[config.mk]
export PLATFORM = sky130hd
export DESIGN_NAME = izh_neuron_scheduler
export DESIGN_NICKNAME = d
export VERILOG_FILES = /design/src/rtl/izh_neuron_scheduler.sv
export SDC_FILE = /design/constraint.sdc
export NUM_CORES = 1
export LEC_CHECK = 0
export ABC_AREA = 0
export CORE_AREA = 2 2 163 165
export DETAILED_ROUTE_END_ITERATION = 16
export DIE_AREA = 0 0 165 167
export HOLD_SLACK_MARGIN = 0.06
export SYNTH_ARGS = -nofsm -noshare
export SYNTH_HDL_FRONTEND = slang
export SYNTH_SLANG_ARGS = --single-unit
[constraint.sdc]
create_clock -name clk -period 6.48 [get_ports clk]
set_input_delay 1.944 -clock clk [delete_from_list [all_inputs] [get_ports clk]]
set_output_delay 1.944 -clock clk [all_outputs]
set_load 0.02 [all_outputs]
[src/rtl/izh_neuron_scheduler.sv]
// izh_neuron_scheduler: time-multiplexes one shared Izhikevich datapath across N_NEURONS virtual neurons.
// Ports:
//   clk, reset          clock (rising edge), asynchronous active-high reset
//   tick, clr_ovr       timestep strobe, overrun flag clear
//   cur_sel, cur_in     current request index (= idx) and the returned signed current
//   dp_valid/dp_ready   request handshake; dp_v/dp_u/dp_i carry neuron idx state and current
//   dp_res_vld          result strobe with dp_v_new/dp_u_new/dp_spike
//   spike_vec           spikes of the last completed step; spike_total saturating spike count
//   done, busy, overrun step-complete pulse, not-idle, sticky dropped-tick flag
//   mon_sel, mon_v      combinational read of a stored v
module izh_neuron_scheduler #(
    parameter int N_NEURONS = 4,
    parameter int VW = 16,
    parameter logic signed [VW-1:0] V_RESET = -16'sd65,
    parameter logic signed [VW-1:0] U_RESET = -16'sd13,
    localparam int IW = $clog2(N_NEURONS)
) (
    input  logic                 clk,
    input  logic                 reset,
    input  logic                 tick,
    input  logic                 clr_ovr,
    output logic [IW-1:0]        cur_sel,
    input  logic [VW-1:0]        cur_in,
    output logic                 dp_valid,
    input  logic                 dp_ready,
    output logic [VW-1:0]        dp_v,
    output logic [VW-1:0]        dp_u,
    output logic [VW-1:0]        dp_i,
    input  logic                 dp_res_vld,
    input  logic [VW-1:0]        dp_v_new,
    input  logic [VW-1:0]        dp_u_new,
    input  logic                 dp_spike,
    output logic [N_NEURONS-1:0] spike_vec,
    output logic [15:0]          spike_total,
    output logic                 done,
    output logic                 busy,
    output logic                 overrun,
    input  logic [IW-1:0]        mon_sel,
    output logic [VW-1:0]        mon_v
);
    typedef enum logic [1:0] {S_IDLE, S_ISSUE, S_WAIT, S_DONE} state_t;
    state_t state, state_nxt;
    logic [IW-1:0]        idx;
    logic [N_NEURONS-1:0] spike_acc, acc_upd;
    logic [VW-1:0]        v_mem [N_NEURONS];
    logic [VW-1:0]        u_mem [N_NEURONS];
    logic                 last, wr;

    assign last    = idx == IW'(N_NEURONS - 1);
    assign wr      = state == S_WAIT && dp_res_vld;
    assign cur_sel = idx;
    assign dp_v    = v_mem[idx];
    assign dp_u    = u_mem[idx];
    assign dp_i    = cur_in;
    assign mon_v   = v_mem[mon_sel];

    always_ff @(posedge clk or posedge reset)
        if (reset) state <= S_IDLE;
        else       state <= state_nxt;

    always_comb begin
        state_nxt = state;
        dp_valid  = state == S_ISSUE;
        done      = state == S_DONE;
        busy      = state != S_IDLE;
        unique case (state)
            S_IDLE:  state_nxt = tick ? S_ISSUE : S_IDLE;
            S_ISSUE: state_nxt = dp_ready ? S_WAIT : S_ISSUE;
            S_WAIT:  state_nxt = dp_res_vld ? (last ? S_DONE : S_ISSUE) : S_WAIT;
            S_DONE:  state_nxt = S_IDLE;
        endcase
    end

    // Accumulated spikes with the current neuron's result merged in, so the
    // final write-back can publish the complete vector in the same cycle.
    always_comb begin
        acc_upd      = spike_acc;
        acc_upd[idx] = dp_spike;
    end

    always_ff @(posedge clk or posedge reset) begin
        if (reset) begin
            idx         <= '0;
            spike_acc   <= '0;
            spike_vec   <= '0;
            spike_total <= '0;
            overrun     <= 1'b0;
            for (int k = 0; k < N_NEURONS; k++) begin
                v_mem[k] <= V_RESET;
                u_mem[k] <= U_RESET;
            end
        end else begin
            overrun <= (tick && state != S_IDLE) ? 1'b1 : (clr_ovr ? 1'b0 : overrun);
            if (state == S_IDLE && tick) begin
                idx       <= '0;
                spike_acc <= '0;
            end
            if (wr) begin
                v_mem[idx] <= dp_v_new;
                u_mem[idx] <= dp_u_new;
                spike_acc  <= acc_upd;
                if (dp_spike && spike_total != 16'hFFFF) spike_total <= spike_total + 16'd1;
                if (last) spike_vec <= acc_upd;
                else      idx       <= idx + IW'(1);
            end
        end
    end
endmodule

==> impl_metrics.ini, run 1 <==
[run_status]
status = completed

[clock_tree]
clkLatencyLatePin_ns = 0.42
cts_tree = done
htree_levels = 4
cts-buffers-inserted = 17
ctsHoldBuffers = 0
postCtsSetupBuffers = 0
cts_sinks = 156
clockBufferDepth = 2
ctsResizeCount = 0
clk_root_buffer_cell = clkbuf_16
clk_pin_slew_ns = 0.07

[placed_design]
io_buffer_count = 114
placed_area_um2 = 8920
gp_congestion = 0.784
dp_hpwl_mm = 11.4

[worst_setup_path]
slowest_delay_ns = 0.59
reg2regPathDepth = 4
crit_fanout = 16
regToRegStartpoint = cur_sel[0]$_DFF_PP0_
crit_family = buffers and inverters
startpoint = mon_sel[0]
endpoint = mon_v[0]
criticalPathCategory = primary input to output pin
path_buf_inv = 2
critPathSlowestCell = mux4_2
start_kind = primary input
critical_path_required_ns = 4.54
reg2reg_slack_ns = 3.92
cp-end-kind = output pin
worst_r2r_endpoint = v_mem[54]$_DFFE_PP0P_
critical_path_depth = 3
arrival_ns = 3.65
crit_chain = buf_2 -> mux4_2 -> clkdlybuf4s50_1

[logic_synthesis]
synth_area_um2 = 7590
async_flop_share_pct = 100
netlist_instances = 485
synth-seq-cells = 156
synth_warnings = 0
synth_edf_count = 0
synth_area_per_cell_um2 = 15.6
syn_nets = 547
synth_cell_types = 39
yosysSeqAreaShare_pct = 53.4
synth-main-ff-cell = dfstp_2

[floorplan]
io_pins = 147
dieArea_um2 = 27600
rows = 59
floorplan.initialDensity_pct = 29.5
die_w_um = 165
die_h_um = 167
core_um2 = 25800

[timing]
period_share_pct = 86.4
fin_tns_setup_ns = 0
hold_viol_final = 0
maxSlewHeadroom_pct = 28.2
final.min_clock_period_ns = 5.60
tightestPinTransition_ns = 1.07
rsz0062_at_grt = no
setup_viol = 0
fin_skew_ns = 0.0166
clock.fmax_mhz = 179
maxSlewViolCount = 0
holdWs_ns = 0.493

[finish]
fin_nets = 643
syn_to_final_growth_pct = 25.4
final_area_um2 = 9520
diodes = 0
drive_above_1_share_pct = 58.1

[power]
p_leak_uw = 0.00381
power_frac_comb_pct = 37.1
powerDensity_nw_per_um2 = 462
ir_worst_vdd_mv = 0.262
power.internal_uw = 3040
switching_power_uw = 1360
p_sw_share_pct = 30.8
sequentialPowerShare_pct = 40.0
total_power_uw = 4400
p_clk_share_pct = 22.9

[global_route]
antenna_found_initial = 1
grt_max_degree = 64
grt_pass1_vias = 5053
grt_pass1_wl_mm = 28.3
grt-ovfl-total = 0
grt_usage_pct = 13.5

[worst_hold_path]
hp-class = flop to flop
min_delay_path_depth = 2

[routing]
ant_nets = 0
vias_per_cell = 4.90
vias = 4551
wirelength_mm = 17.5
routedWlPerCell_um = 18.9
drc = 0
drt_first_iter_violations = 228
dr.pass1.iters = 4

[run]
drv_cap = 0
-- power by group through the flow --
stage                     Combinational, uW  Clock [uW]  Sequential (uW)
after floorplan                        1100           0             1670
after global placement                 1620           0             1740
after detailed placement               1650           0             1780
after CTS                              1660        1050             1760
after global routing                   1750        1100             1810
final                                  1630        1010             1760
-- worst reg2reg max path, cell delays in order, from the launching register on --
cell     delay, ns
dfrtp_2       0.73
inv_1         0.18
ha_1          0.30
nand2_2       0.78
mux2_2        0.45
-- cell families after synthesis --
group / share of synthesized area, %
muxes: 34.0
xor gates and xnor gates: 1.50
buffers and inverters: 4.20
DFF: 53.4
adders and majority gates: 0.824
AOI/OAI and AO/OA: 1.45
and+or+nand+nor: 4.70
-- sequential cells by signal, summed over array words and instances (netlist names) --
| name | cells |
|---|---|
| overrun | 1 |
| cur_sel | 2 |
| spike_acc | 3 |
| v_mem | 64 |
| spike_total | 16 |
| state | 2 |
| spike_vec | 4 |
| u_mem | 64 |
-- synth_stat cells (all sizes together) (3+ instances only) --
cell,count,area share (%)
a32o,3,0.40
nand4,4,0.53
inv,8,0.40
nor3,8,0.53
o21ai,9,0.59
buf,41,3.7
nand3,8,0.53
nand2,20,1.0
dfrtp,40,13
nor2,5,0.28
xor2,13,1.5
mux2,129,19
mux4,48,14
mux2i,4,0.53
dfstp,116,40
nor4,6,0.69
ha,5,0.82
-- metal layers --
layer | GRT usage [%] | vias to the layer above | part of all wire [%]
met2 | 22.4 | 118 | 50
met4 | 4.31 | 0 | 1.4
met1 | 16.8 | 2417 | 43
met5 | 0 | - | 0
li1 | - | 1994 | -
met3 | 4.08 | 22 | 5.4
-- cell usage in the layout (no fill, tap or decap), drive strengths merged, types with 6 or more instances in the layout --
cell	count
xor2	13
nand3	8
mux2	129
buf	7
dfrtp	40
o21ai	9
dfstp	116
inv	15
clkdlybuf4s50	113
mux4	48
nor3	8
nor4	6
nand2	20
clkbuf	20
-- cell type report --
cell class | count | area, um2
fill | 2414 | 16200
sequential | 156 | 4050
multi-input combinational | 278 | 3230
timing repair buffer | 120 | 1180
clock buffer | 20 | 478
tap | 335 | 419
clock inverter | 12 | 123
inverter | 8 | 35.0
-- how the worst min path moves through the flow --
stage,from,to,slack [ns]
2_1_floorplan,spike_acc[0]$_DFFE_PP0P_,spike_acc[0]$_DFFE_PP0P_,0.47
3_3_place_gp,spike_vec[3]$_DFFE_PP0P_,spike_vec[3]$_DFFE_PP0P_,0.48
3_5_place_dp,spike_vec[3]$_DFFE_PP0P_,spike_vec[3]$_DFFE_PP0P_,0.47
4_1_cts,spike_vec[3]$_DFFE_PP0P_,spike_vec[3]$_DFFE_PP0P_,0.50
5_1_grt,spike_acc[2]$_DFFE_PP0P_,spike_acc[2]$_DFFE_PP0P_,0.52
6_report,spike_vec[3]$_DFFE_PP0P_,spike_vec[3]$_DFFE_PP0P_,0.49
-- through the flow --
step	setup slack [ns]	utilization, %	instances
6_report	0.883	36.9	929
3_3_place_gp	0.869	34.6	897
5_1_grt	0.754	36.9	929
4_1_cts	0.838	36.9	929
2_1_floorplan	0.521	-	485
3_5_place_dp	0.855	34.6	897
(Power assumes the default switching activity.)
==> run 2: changes to the inputs <==
- clock period: 6.48 -> 5.05 ns (I/O delays scaled with it)
==> run 2 against run 1 <==
Net effect: clock skew decreased by 0.0054 ns; sequential cell count unchanged; die area did not move; final cell count is 0.75% higher; final area grew 0.95%; worst hold slack better by 0.0011 ns; sequential share of layout area shrank 0.40 points; critical path depth is 1 higher; via count down 1.1%; clock-buffer cell count is 1 lower; highest routed layer unchanged.
==> impl_metrics.ini, run 2 (synthesized netlist as in run 1, its figures left out) <==
[clock_tree]
clkLatencyLatePin_ns = 0.42
cts-buffers-inserted = 17
htree_levels = 4
cts_sinks = 156
postCtsSetupBuffers = 0
cts_tree = done
clk_pin_slew_ns = 0.07
ctsResizeCount = 0
ctsHoldBuffers = 0
clk_root_buffer_cell = clkbuf_16
clockBufferDepth = 2

[timing]
tightestPinTransition_ns = 1.09
clock.fmax_mhz = 216
hold_viol_final = 0
setup_viol = 0
rsz0062_at_grt = no
final.min_clock_period_ns = 4.64
maxSlewHeadroom_pct = 27.4
fin_tns_setup_ns = 0
maxSlewViolCount = 0
fin_skew_ns = 0.0112
period_share_pct = 91.8

[placed_design]
dp_hpwl_mm = 11.6
gp_congestion = 0.777
io_buffer_count = 114
dpl.cell_count = 903

[floorplan]
floorplan.initialDensity_pct = 29.5
dieArea_um2 = 27600
die_w_um = 165
die_h_um = 167
rows = 59
io_pins = 147
core_um2 = 25800

[global_route]
grt_pass1_wl_mm = 27.8
antenna_found_initial = 1
grt_pass1_vias = 5005
grt_max_degree = 59
grt_usage_pct = 13.1
grt-ovfl-total = 0

[run_status]
status = completed

[worst_setup_path]
cp-end-kind = output pin
crit_fanout = 10
start_kind = primary input
critical_path_required_ns = 3.54
reg2reg_slack_ns = 2.06
criticalPathCategory = primary input to output pin
arrival_ns = 3.12

[routing]
vias_per_cell = 4.81
wirelength_mm = 17.3
drt_first_iter_violations = 252
dr.pass1.iters = 4
ant_nets = 0
vias = 4499
drc = 0
routedWlPerCell_um = 18.5

[finish]
syn_to_final_growth_pct = 26.6
fin_nets = 649
reg_top3 = u_mem: 64 flops, v_mem: 64 flops, spike_total: 16 flops
drive_above_1_share_pct = 58.5
final_cell_mix = mux2_2 (128), dfstp_2 (116), clkdlybuf4s50_1 (113)
final_common_cell = mux2_2
fin_util_pct = 37.3
instances_no_fill = 936

[power]
p_clk_share_pct = 23.1
switching_power_uw = 1760
powerDensity_nw_per_um2 = 590
power.internal_uw = 3910
p_leak_uw = 0.00385
power_frac_comb_pct = 36.7
sequentialPowerShare_pct = 40.2
p_sw_share_pct = 31.0
ir_worst_vdd_mv = 0.279

[run]
drv_cap = 0

[worst_hold_path]
hp-class = flop to flop
run 2: changes by cell type in the layout (fill, tap and decap cells not counted), moves of 2 or more:
cell,previous run,this run
buf_12,0,3
clkinv_2,2,0
clkinv_4,1,3
buf_4,6,9
run 2: per-stage QoR:
| step | hold slack [ns] | cell area, um2 | setup slack, ns | total power (uW) |
|---|---|---|---|---|
| floorplan | 0.465 | 7590 | 0.892 | 3550 |
| global placement | 0.470 | 9000 | 0.378 | 4320 |
| detailed placement | 0.475 | 9000 | 0.372 | 4400 |
| CTS | 0.497 | 9610 | 0.373 | 5760 |
| global route | 0.521 | 9610 | 0.329 | 5980 |
| finish | 0.494 | 9610 | 0.412 | 5670 |
run 2: critical path: stages:
cell             delay [ns]
clkdlybuf4s50_1        0.49
buf_4                  0.21
mux4_2                 0.31
clkdlybuf4s50_1        0.60
run 2: area by class of cell:
class,count,area [um2]
antenna,1,2.50
tap,335,419
multi-input combinational,278,3230
timing repair buffer,126,1260
inverter,8,33.8
fill,2396,16200
sequential,156,4050
clock buffer,19,464
clock inverter,13,143
run 2: power by group through the flow:
stage	Sequential, uW	Clock (uW)	Combinational [uW]
finish	2280	1310	2080
floorplan	2150	0	1410
global route	2350	1410	2220
global placement	2250	0	2070
detailed placement	2300	0	2100
CTS	2280	1360	2110
run 2: worst paths after layout:
kind	from	end	cells after the start
worst max register to register	cur_sel[0]$_DFF_PP0_	u_mem[51]$_DFFE_PP0P_	5
worst min register to register	spike_acc[2]$_DFFE_PP0P_	spike_acc[2]$_DFFE_PP0P_	1
min in group asynchronous	reset	spike_total[9]$_DFFE_PP0P_	2
worst max-delay path	mon_sel[1]	mon_v[15]	4
max in group asynchronous	reset	u_mem[48]$_DFFE_PP1P_	3
worst min-delay path	spike_acc[2]$_DFFE_PP0P_	spike_acc[2]$_DFFE_PP0P_	1
run 2: per-layer routing:
metal / global-route usage, % / up-vias / share of wire [%] / wire length [um]
li1: - / 2000 / - / -
met4: 3.52 / 0 / 1.0 / 179
met1: 16.0 / 2377 / 43 / 7400
met5: 0 / - / 0 / 0
met2: 22.5 / 108 / 51 / 8810
met3: 3.91 / 14 / 5.4 / 939
==> run 3: changes to the inputs <==
- ABC_CLOCK_PERIOD_IN_PS: default -> 5050
==> results of run 3 <==
The final DEF is identical to that of run 2; final timing and power are the same.
